===== src/rtl/jtcontra_muldiv_pkg.sv =====
// jtcontra_muldiv_pkg
// Shared definitions for the jtcontra_muldiv arithmetic helper:
//   - write/read register indices on the 4-bit CPU address
//   - engine state encoding shared by the multiplier and divider FSMs
//   - status byte bit positions
//   - put_byte: replace one byte of a 16-bit operand image
package jtcontra_muldiv_pkg;

   // Write map
   localparam logic [3:0] W_A_HI   = 4'd0;
   localparam logic [3:0] W_A_LO   = 4'd1;
   localparam logic [3:0] W_B_HI   = 4'd2;
   localparam logic [3:0] W_B_LO   = 4'd3;  // also starts the multiplier
   localparam logic [3:0] W_DVS_HI = 4'd4;
   localparam logic [3:0] W_DVS_LO = 4'd5;
   localparam logic [3:0] W_DVD_HI = 4'd6;
   localparam logic [3:0] W_DVD_LO = 4'd7;  // also starts the divider
   localparam logic [3:0] W_CTRL   = 4'd8;

   // Read map
   localparam logic [3:0] R_P0     = 4'd0;
   localparam logic [3:0] R_P1     = 4'd1;
   localparam logic [3:0] R_P2     = 4'd2;
   localparam logic [3:0] R_P3     = 4'd3;
   localparam logic [3:0] R_REM_LO = 4'd4;
   localparam logic [3:0] R_REM_HI = 4'd5;
   localparam logic [3:0] R_QUO_LO = 4'd6;
   localparam logic [3:0] R_QUO_HI = 4'd7;
   localparam logic [3:0] R_STATUS = 4'd8;

   // Status byte layout: {3'b0, ctrl[1:0], dz, div_busy, mul_busy}
   localparam int SB_MUL_BUSY = 0;
   localparam int SB_DIV_BUSY = 1;
   localparam int SB_DZ       = 2;
   localparam int SB_CTRL     = 3;

   typedef enum logic [1:0] {
      ST_IDLE,
      ST_LOAD,
      ST_RUN,
      ST_FIX
   } eng_st_e;

   // Operands are written a byte at a time into a 16-bit image; the caller
   // truncates to the configured width, which discards the unused upper bits.
   function automatic logic [15:0] put_byte(input logic [15:0] cur,
                                            input logic        hi,
                                            input logic [7:0]  b);
      return hi ? {b, cur[7:0]} : {cur[15:8], b};
   endfunction

endpackage


===== src/rtl/jtcontra_muldiv_div.sv =====
// jtcontra_muldiv_div
// Iterative restoring divider engine, one quotient bit per clock.
// FSM IDLE -> LOAD -> RUN (DW cycles) -> FIX -> IDLE; a start in any state
// aborts and reloads. Results only change in FIX.
// Optional signed mode under `JTCONTRA_MULDIV_SIGNED_EN (adds sgn_i).
// Ports:
//   clk, rst_n   clock, async active-low reset
//   start_i      start pulse (dividend-low write)
//   sgn_i        signed divide select, sampled in LOAD (macro builds only)
//   dvd_i/dvs_i  dividend / divisor operand registers
//   busy_o       high from LOAD through FIX
//   dz_o         last completed divide had a zero divisor
//   quo_o/rem_o  result registers
module jtcontra_muldiv_div
   import jtcontra_muldiv_pkg::*;
#(
   parameter int DW = 16
) (
   input  logic          clk,
   input  logic          rst_n,
   input  logic          start_i,
`ifdef JTCONTRA_MULDIV_SIGNED_EN
   input  logic          sgn_i,
`endif
   input  logic [DW-1:0] dvd_i,
   input  logic [DW-1:0] dvs_i,
   output logic          busy_o,
   output logic          dz_o,
   output logic [DW-1:0] quo_o,
   output logic [DW-1:0] rem_o
);
   localparam int CW = $clog2(DW + 1);

   eng_st_e       st_q;
   logic [DW-1:0] wdvs_q;   // divisor magnitude
   logic [DW-1:0] wquo_q;   // dividend bits shift out, quotient bits shift in
   logic [DW-1:0] wrem_q;   // partial remainder
   logic [DW-1:0] raw_q;    // dividend as written, returned on divide-by-zero
   logic [CW-1:0] cnt_q;
   logic          zero_q;
`ifdef JTCONTRA_MULDIV_SIGNED_EN
   logic          qneg_q;
   logic          rneg_q;
   logic          q_neg;
   logic          r_neg;
`endif

   logic [DW-1:0] dvd_mag;
   logic [DW-1:0] dvs_mag;
   logic [DW:0]   rem_sh;
   logic          fit;
   logic [DW-1:0] rem_nx;
   logic [DW-1:0] quo_nx;

   always_comb begin
      dvd_mag = dvd_i;
      dvs_mag = dvs_i;
`ifdef JTCONTRA_MULDIV_SIGNED_EN
      q_neg = 1'b0;
      r_neg = 1'b0;
      if (sgn_i) begin
         if (dvd_i[DW-1]) dvd_mag = -dvd_i;
         if (dvs_i[DW-1]) dvs_mag = -dvs_i;
         q_neg = dvd_i[DW-1] ^ dvs_i[DW-1];
         r_neg = dvd_i[DW-1];   // remainder follows the dividend
      end
`endif
      // Shift the next dividend bit into the remainder and try the subtract.
      rem_sh = {wrem_q, wquo_q[DW-1]};
      fit    = (rem_sh >= {1'b0, wdvs_q});
      rem_nx = fit ? DW'(rem_sh - {1'b0, wdvs_q}) : rem_sh[DW-1:0];
      quo_nx = DW'({wquo_q, fit});
   end

   always_ff @(posedge clk or negedge rst_n) begin
      if (!rst_n) begin
         st_q   <= ST_IDLE;
         busy_o <= 1'b0;
         dz_o   <= 1'b0;
         quo_o  <= '0;
         rem_o  <= '0;
         wdvs_q <= '0;
         wquo_q <= '0;
         wrem_q <= '0;
         raw_q  <= '0;
         cnt_q  <= '0;
         zero_q <= 1'b0;
`ifdef JTCONTRA_MULDIV_SIGNED_EN
         qneg_q <= 1'b0;
         rneg_q <= 1'b0;
`endif
      end else if (start_i) begin
         // Restart has priority over every state, including FIX.
         st_q   <= ST_LOAD;
         busy_o <= 1'b1;
         dz_o   <= 1'b0;
      end else begin
         case (st_q)
            ST_LOAD: begin
               wdvs_q <= dvs_mag;
               wquo_q <= dvd_mag;
               wrem_q <= '0;
               raw_q  <= dvd_i;
               zero_q <= (dvs_i == '0);
               cnt_q  <= '0;
`ifdef JTCONTRA_MULDIV_SIGNED_EN
               qneg_q <= q_neg;
               rneg_q <= r_neg;
`endif
               st_q   <= ST_RUN;
            end
            ST_RUN: begin
               wquo_q <= quo_nx;
               wrem_q <= rem_nx;
               cnt_q  <= cnt_q + 1'b1;
               if (cnt_q == CW'(DW - 1)) st_q <= ST_FIX;
            end
            ST_FIX: begin
               if (zero_q) begin
                  // Zero divisor: fixed pattern, no sign correction.
                  quo_o <= '1;
                  rem_o <= raw_q;
                  dz_o  <= 1'b1;
               end else begin
`ifdef JTCONTRA_MULDIV_SIGNED_EN
                  quo_o <= qneg_q ? -wquo_q : wquo_q;
                  rem_o <= rneg_q ? -wrem_q : wrem_q;
`else
                  quo_o <= wquo_q;
                  rem_o <= wrem_q;
`endif
               end
               busy_o <= 1'b0;
               st_q   <= ST_IDLE;
            end
            default: st_q <= ST_IDLE;
         endcase
      end
   end

endmodule


===== src/rtl/jtcontra_muldiv.sv =====
// jtcontra_muldiv
// CPU-mapped arithmetic helper: shift-add multiplier (inline) and restoring
// divider (jtcontra_muldiv_div), independent, each with its own start, busy
// and result registers. Results are held until the engine's FIX state.
// Define JTCONTRA_MULDIV_SIGNED_EN to enable signed mode through ctrl[1:0];
// otherwise both engines are unsigned and ctrl reads 0.
// Ports:
//   clk    system clock (rising edge)
//   rst_n  async active-low reset
//   cs     chip select
//   wrn    active-low write strobe; write on each edge with cs && !wrn
//   addr   register index
//   din    write data
//   dout   read data, combinational from addr
module jtcontra_muldiv
   import jtcontra_muldiv_pkg::*;
#(
   parameter int MW = 8,
   parameter int DW = 16
) (
   input  logic       clk,
   input  logic       rst_n,
   input  logic       cs,
   input  logic       wrn,
   input  logic [3:0] addr,
   input  logic [7:0] din,
   output logic [7:0] dout
);
   localparam int PW  = 2 * MW;
   localparam int MCW = $clog2(MW + 1);

   logic          wr;
   logic          mstart;
   logic          dstart;

   // Operand registers, rewritable at any time
   logic [MW-1:0] a_q;
   logic [MW-1:0] b_q;
   logic [DW-1:0] dvs_q;
   logic [DW-1:0] dvd_q;
   logic [1:0]    ctrl_rd;
`ifdef JTCONTRA_MULDIV_SIGNED_EN
   logic [1:0]    ctrl_q;
`endif

   // Multiplier engine
   eng_st_e        mst_q;
   logic           mbusy_q;
   logic [MW-1:0]  ma_q;     // multiplicand magnitude
   logic [PW-1:0]  mp_q;     // {accumulator, multiplier}
   logic [MCW-1:0] mcnt_q;
   logic [PW-1:0]  prod_q;
`ifdef JTCONTRA_MULDIV_SIGNED_EN
   logic           mneg_q;
   logic           m_neg;
`endif
   logic [MW-1:0]  a_mag;
   logic [MW-1:0]  b_mag;
   logic [MW:0]    m_sum;
   logic [PW-1:0]  m_nxt;

   // Divider outputs
   logic          dbusy;
   logic          dz;
   logic [DW-1:0] quo;
   logic [DW-1:0] rem;

   logic [31:0]   p32;
   logic [15:0]   quo16;
   logic [15:0]   rem16;
   logic [7:0]    status;

   assign wr     = cs && !wrn;
   assign mstart = wr && (addr == W_B_LO);
   assign dstart = wr && (addr == W_DVD_LO);

   // ---------------------------------------------------------------- writes
   always_ff @(posedge clk or negedge rst_n) begin
      if (!rst_n) begin
         a_q    <= '0;
         b_q    <= '0;
         dvs_q  <= '0;
         dvd_q  <= '0;
`ifdef JTCONTRA_MULDIV_SIGNED_EN
         ctrl_q <= 2'b00;
`endif
      end else if (wr) begin
         case (addr)
            W_A_HI, W_A_LO:
               a_q <= MW'(put_byte(16'(a_q), addr == W_A_HI, din));
            W_B_HI, W_B_LO:
               b_q <= MW'(put_byte(16'(b_q), addr == W_B_HI, din));
            W_DVS_HI, W_DVS_LO:
               dvs_q <= DW'(put_byte(16'(dvs_q), addr == W_DVS_HI, din));
            W_DVD_HI, W_DVD_LO:
               dvd_q <= DW'(put_byte(16'(dvd_q), addr == W_DVD_HI, din));
            W_CTRL: begin
`ifdef JTCONTRA_MULDIV_SIGNED_EN
               ctrl_q <= din[1:0];
`endif
            end
            default: ;
         endcase
      end
   end

`ifdef JTCONTRA_MULDIV_SIGNED_EN
   assign ctrl_rd = ctrl_q;
`else
   assign ctrl_rd = 2'b00;
`endif

   // ------------------------------------------------------------ multiplier
   always_comb begin
      a_mag = a_q;
      b_mag = b_q;
`ifdef JTCONTRA_MULDIV_SIGNED_EN
      m_neg = 1'b0;
      if (ctrl_q[0]) begin
         if (a_q[MW-1]) a_mag = -a_q;
         if (b_q[MW-1]) b_mag = -b_q;
         m_neg = a_q[MW-1] ^ b_q[MW-1];
      end
`endif
      // Add the multiplicand into the upper half when the current multiplier
      // bit is set, then shift the whole {acc, multiplier} pair right.
      m_sum = {1'b0, mp_q[PW-1:MW]} + {1'b0, (mp_q[0] ? ma_q : {MW{1'b0}})};
      m_nxt = PW'({m_sum, mp_q[MW-1:0]} >> 1);
   end

   always_ff @(posedge clk or negedge rst_n) begin
      if (!rst_n) begin
         mst_q   <= ST_IDLE;
         mbusy_q <= 1'b0;
         ma_q    <= '0;
         mp_q    <= '0;
         mcnt_q  <= '0;
         prod_q  <= '0;
`ifdef JTCONTRA_MULDIV_SIGNED_EN
         mneg_q  <= 1'b0;
`endif
      end else if (mstart) begin
         // Restart has priority over every state, including FIX.
         mst_q   <= ST_LOAD;
         mbusy_q <= 1'b1;
      end else begin
         case (mst_q)
            ST_LOAD: begin
               ma_q   <= a_mag;
               mp_q   <= {{MW{1'b0}}, b_mag};
               mcnt_q <= '0;
`ifdef JTCONTRA_MULDIV_SIGNED_EN
               mneg_q <= m_neg;
`endif
               mst_q  <= ST_RUN;
            end
            ST_RUN: begin
               mp_q   <= m_nxt;
               mcnt_q <= mcnt_q + 1'b1;
               if (mcnt_q == MCW'(MW - 1)) mst_q <= ST_FIX;
            end
            ST_FIX: begin
`ifdef JTCONTRA_MULDIV_SIGNED_EN
               prod_q <= mneg_q ? -mp_q : mp_q;
`else
               prod_q <= mp_q;
`endif
               mbusy_q <= 1'b0;
               mst_q   <= ST_IDLE;
            end
            default: mst_q <= ST_IDLE;
         endcase
      end
   end

   // --------------------------------------------------------------- divider
   jtcontra_muldiv_div #(
      .DW(DW)
   ) u_div (
      .clk     (clk),
      .rst_n   (rst_n),
      .start_i (dstart),
`ifdef JTCONTRA_MULDIV_SIGNED_EN
      .sgn_i   (ctrl_q[1]),
`endif
      .dvd_i   (dvd_q),
      .dvs_i   (dvs_q),
      .busy_o  (dbusy),
      .dz_o    (dz),
      .quo_o   (quo),
      .rem_o   (rem)
   );

   // ------------------------------------------------------------- read mux
   // Results are zero-extended so bytes above the configured width read 0.
   assign p32   = 32'(prod_q);
   assign quo16 = 16'(quo);
   assign rem16 = 16'(rem);

   always_comb begin
      status                   = 8'h00;
      status[SB_MUL_BUSY]      = mbusy_q;
      status[SB_DIV_BUSY]      = dbusy;
      status[SB_DZ]            = dz;
      status[SB_CTRL +: 2]     = ctrl_rd;
   end

   always_comb begin
      dout = 8'h00;
      case (addr)
         R_P0:     dout = p32[7:0];
         R_P1:     dout = p32[15:8];
         R_P2:     dout = p32[23:16];
         R_P3:     dout = p32[31:24];
         R_REM_LO: dout = rem16[7:0];
         R_REM_HI: dout = rem16[15:8];
         R_QUO_LO: dout = quo16[7:0];
         R_QUO_HI: dout = quo16[15:8];
         R_STATUS: dout = status;
         default:  dout = 8'h00;
      endcase
   end

endmodule


===== config.mk =====
export PLATFORM = sky130hd
export DESIGN_NAME = jtcontra_muldiv
export DESIGN_NICKNAME = d
export VERILOG_FILES = /design/src/rtl/jtcontra_muldiv_pkg.sv /design/src/rtl/jtcontra_muldiv_div.sv /design/src/rtl/jtcontra_muldiv.sv
export SDC_FILE = /design/constraint.sdc
export NUM_CORES = 1
export LEC_CHECK = 0
export CAP_MARGIN = 20
export CELL_PAD_IN_SITES_DETAIL_PLACEMENT = 0
export CELL_PAD_IN_SITES_GLOBAL_PLACEMENT = 1
export CORE_MARGIN = 10
export CORE_UTILIZATION = 42
export CTS_CLUSTER_DIAMETER = 100
export DETAILED_ROUTE_END_ITERATION = 8
export DONT_BUFFER_PORTS = 1
export PLACE_DENSITY_LB_ADDON = 0.25
export SLEW_MARGIN = 5
export SYNTH_ARGS = -nofsm -noshare
export SYNTH_HDL_FRONTEND = slang
export SYNTH_SLANG_ARGS = --single-unit
export TNS_END_PERCENT = 20

===== constraint.sdc =====
create_clock -name clk -period 4.1 [get_ports clk]
set_input_delay 0.615 -clock clk [delete_from_list [all_inputs] [get_ports clk]]
set_output_delay 0.615 -clock clk [all_outputs]
set_load 0.02 [all_outputs]

Word-level counts from Yosys, hierarchy flattened --
Cells that the tools add are included.
Operators by class: $add $sub $neg 4, magnitude comparators 1, equality and inequality tests 18, mux-type cells 23, bitwise gates (word level) 6, reduce and logical (&&, ||, !) cells 28
Operator list (number):
- 16-bit case mux with 2 select lines | 3
- 8-bit case mux with 7 select lines | 1
- 16-bit two-way mux | 3
- 4-bit by 3-bit equality test with 1-bit output, second input constant | 5
- 3-bit AND reduction | 6
- 17-bit by 16-bit greater-or-equal comparator with 1-bit output | 1
- 16-bit zero test | 1
- 16-bit subtractor | 1
- 2-bit AND reduction | 7
- 5-bit case mux with 2 select lines | 1
- 2-bit nonzero test | 5
- 8-bit by 8-bit adder with 9-bit output | 1
- 2-bit equality test, second input constant | 4
- 4-bit by 2-bit equality test with 1-bit output, second input constant | 2
- 2-bit two-way mux | 4
- 8-bit two-way mux | 1
- 2-bit case mux with 2 select lines | 2
- 4-bit case mux with 2 select lines | 1
- 2-bit OR reduction | 4
- 1-bit two-way mux | 7
- 1-bit NOT | 6
- 5-bit by 1-bit adder with 5-bit output, second input constant | 1
- 5-bit by 4-bit equality test with 1-bit output, second input constant | 1
- 4-bit by 1-bit adder with 4-bit output, second input constant | 1
- other kinds (8) | 11
Word-level totals: register bits 201, input bits 16, output and inout bits 8, logic and storage cells 103

Logic depth before layout (Yosys ltp) --
Gate-level depths: netlist (run 1).
word-level depth 5, depth in mapped cells 11, depth with buffers taken out 11

Cells and area by module --
From an unflattened synthesis (run 1), not the netlist that was laid out.
Second synthesis, totals: cell total of the unflattened synthesis 913, area total of the unflattened synthesis 10173.5 sq um
Modules (own cells, without submodules):
- jtcontra_muldiv_div | times used 1, cells an instance 521, area an instance 5366.4 sq um, sequential area each 2652.5 sq um
- jtcontra_muldiv | times used 1, cells an instance 392, area an instance 4807.1 sq um, sequential area each 2377.3 sq um

Worst setup path before layout (run 1) --
Ideal clock, no wire load.
kind input -> output, from input port addr[0], to output port dout[5], arrival 1941 ps, required time 3485 ps, setup slack 1544 ps, cell stages on the path 4, cells stage by stage buf_2 -> nor4_1 -> a222oi_1 -> inv_1
Between the ends: word-level cells in the longest chain between the ends 2, elaborated cells on any way between the ends 8, those cells by class 6 x eq/ne; 1 x mux; 1 x reduce/logical
Ends and longest elaborated chain:
- start, declared | RTL line jtcontra_muldiv.sv:25 | input logic [3:0] addr,
- 4-bit equality test (tied with other cells) | RTL line jtcontra_muldiv.sv:210 | case (addr)
- 8-bit case mux with 7 select lines * | RTL line jtcontra_muldiv.sv:210
- end, declared | RTL line jtcontra_muldiv.sv:27 | output logic [7:0] dout
Every way passes the cells marked *; elsewhere a longest branch is shown, timed or not.

Worst setup path after layout (run 1) --
from register u_div.wrem_q[9], to register u_div.wrem_q[8]
Between the ends: word-level cells in the longest chain between the ends 3
Ends and longest elaborated chain:
- start, declared | RTL line jtcontra_muldiv_div.sv:37 | logic [DW-1:0] wrem_q;
- start signal, assigned | RTL line jtcontra_muldiv_div.sv:114 | wrem_q <= rem_nx;
- 17-bit by 16-bit greater-or-equal comparator with 1-bit output | RTL line jtcontra_muldiv_div.sv:70 | fit = (rem_sh >= {1'b0, wdvs_q});
- 16-bit two-way mux | RTL line jtcontra_muldiv_div.sv:71 | rem_nx = fit ? DW'(rem_sh - {1'b0, wdvs_q}) : rem_sh[DW-1:0];
- 16-bit case mux with 2 select lines | RTL line jtcontra_muldiv_div.sv:98 | case (st_q)
Every way passes these cells. A chain may end at the register's enable or synchronous reset.

==> results of run 1 <==
-- critical path: stages, from the launching register on --
cell and delay, ps:
dfrtp_1 420, ha_1 420, a21o_1 240, a31oi_1 130, o21ai_1 170, a31o_1 170, or2_1 690, mux2i_1 280
o21ai_0 100
-- registers in the layout (all words and copies together), names as in the netlist, 4 cells and up --
signal / count
dvd_q: 16
u_div.cnt_q: 5
mp_q: 16
u_div.wquo_q: 16
b_mag: 8
u_div.raw_q: 16
mcnt_q: 4
u_div.wdvs_q: 16
dvs_q: 16
a_mag: 8
u_div.quo_o: 16
ma_q: 8
u_div.rem_o: 16
u_div.wrem_q: 16
prod_q: 16
-- cell families (layout without fill, tap and decap cells) --
logic type / Yosys count / after routing / share of synthesized area
compound gates: 179 / 179 / 0.1088
xor+xnor: 17 / 17 / 0.01510
fa+ha+maj: 35 / 35 / 0.04595
buf+inv: 81 / 85 / 0.03490
flops: 201 / 201 / 0.5102
mux: 158 / 158 / 0.1765
simple gates: 242 / 242 / 0.1085
-- routing by layer --
| layer | vias up | global-route usage |
|---|---|---|
| li1 | 3188 | - |
| met1 | 3271 | 0.2320 |
| met2 | 94 | 0.2370 |
| met3 | 26 | 0.02679 |
| met4 | 0 | 0.03090 |
| met5 | - | 0 |
-- synth_stat cells (9+ instances only) --
master,instances
dfrtp_1,201
nand3_1,11
inv_1,38
mux2_2,97
a31oi_1,12
o21ai_1,10
mux2i_1,58
clkbuf_1,27
and3_1,9
nor2_1,62
xnor2_1,12
a21o_1,11
a21oi_1,39
and2_1,10
o21ai_0,68
nand2_1,112
ha_1,33
-- power breakdown --
part	internal, mW	switching (mW)
combinational	1.58	1.94
clock	1.40	0.793
sequential	2.71	0.588
-- layout make-up --
type                       count  area share
clock buffer                  32     0.06208
clock inverter                 6     0.01246
inverter                      38     0.01303
multi-input combinational    631      0.4102
sequential                   201      0.4596
tap                          319     0.03647
timing repair buffer           9    0.006174
-- stage by stage --
| step | cells | area, sq um | power [mW] | worst slack [ps] |
|---|---|---|---|---|
| after detailed placement | 1198 | 10130 | 6.861 | 1229 |
| final | 1236 | 10940 | 9.012 | 1335 |
| after floorplan | 913 | 9858 | 5.908 | 1544 |
| after global placement | 1198 | 10130 | 6.834 | 1231 |
| after CTS | 1236 | 10940 | 9.086 | 1350 |
| after global routing | 1236 | 10940 | 9.699 | 1092 |
-- final timing paths --
kind | start | endpoint | slack, ps | cells past startpoint
hold reg to reg | u_div.rem_o[10] | u_div.rem_o[10] | 470 | 2
min in group clk | din[6] | dvd_q[6] | 220 | 2
setup / recovery | u_div.wrem_q[9] | u_div.wrem_q[8] | 1330 | 8
setup reg to reg | u_div.wrem_q[9] | u_div.wrem_q[8] | 1330 | 8
hold / removal | rst_n | u_div.wquo_q[4] | -190 | 0
max in group asynchronous | rst_n | ma_q[7] | 3980 | 0
==> impl_metrics.py, run 1 <==
metrics = {
    "cts": {
        "cts.clk_slew.worst_paths_ps": 60,
        "cts.sinks": 201,
        "numCtsBuffers": 23,
        "worstSkewPairLatency_ps": 510,
        "clockRootBuffer": "clkbuf_16",
        "postCtsSetupRepairBufs": 0,
        "cts_tree": "yes",
        "htreeDepth": 1,
        "clk_path_buf_depth": 3,
        "cts_resized": 0,
    },
    "sta": {
        "finalClockSkew_ps": 13.28,
        "hold_viol_final": 201,
        "timing.final.crit_period_ps": 2765,
        "tightest_slew_ps": 934.7,
        "fmax_mhz": 361.6,
        "tns_ps": 0,
        "drv_slew": 0,
        "whs_ps": -188.8,
        "period_share": 0.6745,
        "slew_headroom": 0.3747,
        "setup_violations": 0,
        "rsz0062_at_grt": "false",
    },
    "logic_synthesis": {
        "synth-seq-area-share": 0.5102,
        "synthTopCellsByArea": "dfrtp_1 51%, mux2_2 11%, mux2i_1 5.9%",
        "yosys_warnings": 0,
        "synth_enable_flop_cells": 0,
        "synth_area_sq_um": 9858,
        "synth.avg_cell_area_sq_um": 10.80,
        "synth_nets": 964,
        "synthArstFlopShare": 1.000,
        "ys_seq_elements": 201,
        "synth_top_area_frac": 0.5102,
        "yosys.area.top_type": "dfrtp_1",
        "synthCells": 913,
        "synth.distinct_cells": 58,
        "synth_ff_type": "dfrtp_1",
    },
    "grt": {
        "track_usage": 0.1571,
        "grt_max_degree": 202,
        "grt_pass1_vias": 6566,
        "grt_pass1_wl_mm": 38.09,
        "overflow": 0,
        "antenna_found_initial": 0,
    },
    "worst_setup_path": {
        "setup.worst_path.start_class": "flip-flop",
        "path_class": "reg -> reg",
        "crit_required_ps": 4460,
        "cp.arrival_ps": 3120,
        "path_max_fanout": 18,
        "end_kind": "flip-flop",
    },
    "layout": {
        "n_fill_cell": 2195,
        "drive_gt1_frac": 0.1668,
        "final_cell_mix": "201 x dfrtp_1, 111 x nand2_1, 97 x mux2_2, 68 x o21ai_0, 61 x nor2_1",
        "final_util": 0.4705,
        "multiInputGateArea_sq_um": 4489,
        "areaGrowthSynthToFinish_pct": 11.02,
        "final_common_cell": "dfrtp_1",
        "ff_latch_area_sq_um": 5030,
        "nets": 955,
        "num_antenna_cells": 0,
    },
    "pwr": {
        "p_leak_nw": 5.199,
        "powerDensity_nw_per_um2": 823.4,
        "ir_worst_vdd_mv": 0.5054,
    },
    "detailed_routing": {
        "wl_met1_mm": 12.02,
        "drc": 0,
        "num_vias": 6579,
        "wl_mm": 23.71,
        "routed-wl-met3_microns": 908,
        "post_drt_wl_per_cell_microns": 19.18,
        "drt-pass1-iter-count": 6,
        "wl_met2_mm": 10.46,
        "top_layer": "met4",
        "drt_iter0_drc": 502,
        "ant_nets": 0,
        "vias_per_cell": 5.323,
    },
    "die": {
        "rows": 56,
        "die_x_microns": 173.2,
        "die_h_microns": 173.2,
        "start_util": 0.4238,
        "io_pins": 24,
        "die_area_sq_um": 30000,
        "core_area_sq_um": 23260,
    },
    "job": {
        "cap_viol_max_count": 0,
    },
    "run_status": {
        "failed_checks": "hold timing",
        "outcome": "complete, but fails checks",
    },
    "place": {
        "gp_congestion": 0.8255,
        "port_buffers": 0,
        "dp_hpwl_mm": 16.60,
    },
    "worst_hold_path": {
        "hold_path_class": "in -> async",
    },
}
Power figures use the tool's default switching activity.
==> run 2: changes to the inputs <==
==> constraint.sdc (replaced) <==
create_clock -name clk -period 2.75 [get_ports clk]
set_input_delay 0.4125 -clock clk [delete_from_list [all_inputs] [get_ports clk]]
set_output_delay 0.4125 -clock clk [all_outputs]
set_load 0.02 [all_outputs]
==> impl_metrics.py, run 2 (same netlist as run 1, synthesis figures left out) <==
metrics = {
    "run_status": {
        "outcome": "complete, but fails checks",
        "failed_checks": "hold timing",
    },
    "worst_setup_path": {
        "slowest_stage": "dfrtp_1",
        "reg2reg_slack_ps": 270,
        "setup.worst_path.start_class": "flip-flop",
        "path_cells": "ha_1 -> a21o_1 -> a31oi_1 -> o21ai_1 -> a31o_1 -> or2_1 -> buf_4 -> o21ai_0 -> o21ai_1",
        "crit_top_cell": "o21ai_1",
        "worstReg2RegEnd": "u_div.wrem_q[1]",
        "r2r_start": "u_div.wrem_q[9]",
        "cp.arrival_ps": 2840,
        "cp-startpoint": "u_div.wrem_q[9]",
        "end_kind": "flip-flop",
        "path_class": "reg -> reg",
        "crit_required_ps": 3110,
        "r2r_cells": 9,
        "slowest_delay_ps": 400,
        "path_max_fanout": 16,
    },
    "cts": {
        "cts.sinks": 201,
        "cts_tree": "yes",
        "htreeDepth": 1,
        "cts_resized": 0,
        "worstSkewPairLatency_ps": 500,
        "numCtsBuffers": 23,
        "clk_path_buf_depth": 3,
        "clockRootBuffer": "clkbuf_16",
        "postCtsSetupRepairBufs": 0,
        "cts.clk_slew.worst_paths_ps": 60,
    },
    "grt": {
        "overflow": 0,
        "grt_pass1_vias": 6643,
        "grt_max_degree": 202,
        "track_usage": 0.1596,
        "antenna_found_initial": 0,
        "grt_pass1_wl_mm": 38.78,
    },
    "job": {
        "cap_viol_max_count": 0,
    },
    "detailed_routing": {
        "ant_nets": 0,
        "drt_iter0_drc": 480,
        "num_vias": 6569,
        "drc": 0,
        "wl_mm": 23.63,
        "vias_per_cell": 5.264,
        "drt-pass1-iter-count": 5,
        "post_drt_wl_per_cell_microns": 18.93,
    },
    "sta": {
        "tns_ps": 0,
        "whs_ps": -387.4,
        "fmax_mhz": 403.5,
        "setup_violations": 0,
        "rsz0062_at_grt": "false",
        "tightest_slew_ps": 669.2,
        "finalClockSkew_ps": 10.28,
        "slew_headroom": 0.5528,
        "drv_slew": 0,
        "period_share": 0.9012,
        "hold_viol_final": 201,
        "timing.final.crit_period_ps": 2478,
    },
    "place": {
        "gp_congestion": 0.8911,
        "port_buffers": 0,
        "dp_hpwl_mm": 16.78,
    },
    "die": {
        "start_util": 0.4238,
        "die_x_microns": 173.2,
        "io_pins": 24,
        "core_area_sq_um": 23260,
        "die_h_microns": 173.2,
        "die_area_sq_um": 30000,
        "rows": 56,
    },
    "layout": {
        "n_fill_cell": 2245,
        "nets": 966,
        "final_common_cell": "dfrtp_1",
        "drive_gt1_frac": 0.1722,
        "areaGrowthSynthToFinish_pct": 10.71,
        "final_util": 0.4692,
        "num_antenna_cells": 0,
        "final_cell_mix": "201 x dfrtp_1, 111 x nand2_1, 97 x mux2_2, 68 x o21ai_0, 61 x nor2_1",
    },
    "pwr": {
        "p_leak_nw": 5.202,
        "ir_worst_vdd_mv": 0.7030,
        "powerDensity_nw_per_um2": 1184,
    },
    "worst_hold_path": {
        "hold_path_class": "in -> async",
    },
}
## run 2: through the flow
step                      power (mW)  setup WS [ps]  std cells  area, sq um
after floorplan                8.808          515.1        913         9858
after global placement         10.14          328.5       1209        10220
after detailed placement       10.18          296.1       1209        10220
after CTS                      13.05          285.2       1248        10910
after global routing           14.00          13.35       1248        10910
final                          12.92          271.7       1248        10910
## run 2: critical path: cells and delay by family (launching register included)
| kind | cells | cell delay, ps |
|---|---|---|
| AO/OA/AOI/OAI | 6 | 1060 |
| flip-flops | 1 | 400 |
| adder cells (fa/ha/maj) | 1 | 400 |
| AND/OR/NAND/NOR | 1 | 260 |
| buffers and inverters | 1 | 230 |
## run 2: metal layers
layer,up-vias,global-route usage,routed length [microns],part of all wire
li1,3219,-,-,-
met1,3204,0.2393,12100,0.51
met5,-,0,0,0
met3,28,0.02636,996,0.042
met2,118,0.2333,10080,0.43
met4,0,0.04024,450,0.019
## run 2: report_power, final
| part | total [mW] | switching, mW | internal, mW |
|---|---|---|---|
| Combinational | 5.29 | 2.91 | 2.38 |
| Sequential | 4.82 | 0.801 | 4.02 |
| Clock | 2.82 | 1.15 | 1.67 |
## run 2: worst max-delay path by stage
stage                       end  slack [ps]  cells after the start
2_1_floorplan   u_div.wrem_q[9]         520                     10
3_3_place_gp   u_div.wrem_q[15]         330                      8
3_5_place_dp    u_div.wrem_q[1]         300                      9
4_1_cts         u_div.wrem_q[6]         290                      9
5_1_grt         u_div.wrem_q[7]          10                      9
6_report        u_div.wrem_q[1]         270                      9
## run 2: final cells by class
type,count,area [sq um],area share
clock buffer,35,670.6,0.06145
clock inverter,4,20.02,0.001834
inverter,38,142.6,0.01307
multi-input combinational,631,4489,0.4113
sequential,201,5030,0.4609
tap,319,399.1,0.03657
timing repair buffer,20,162.7,0.01490
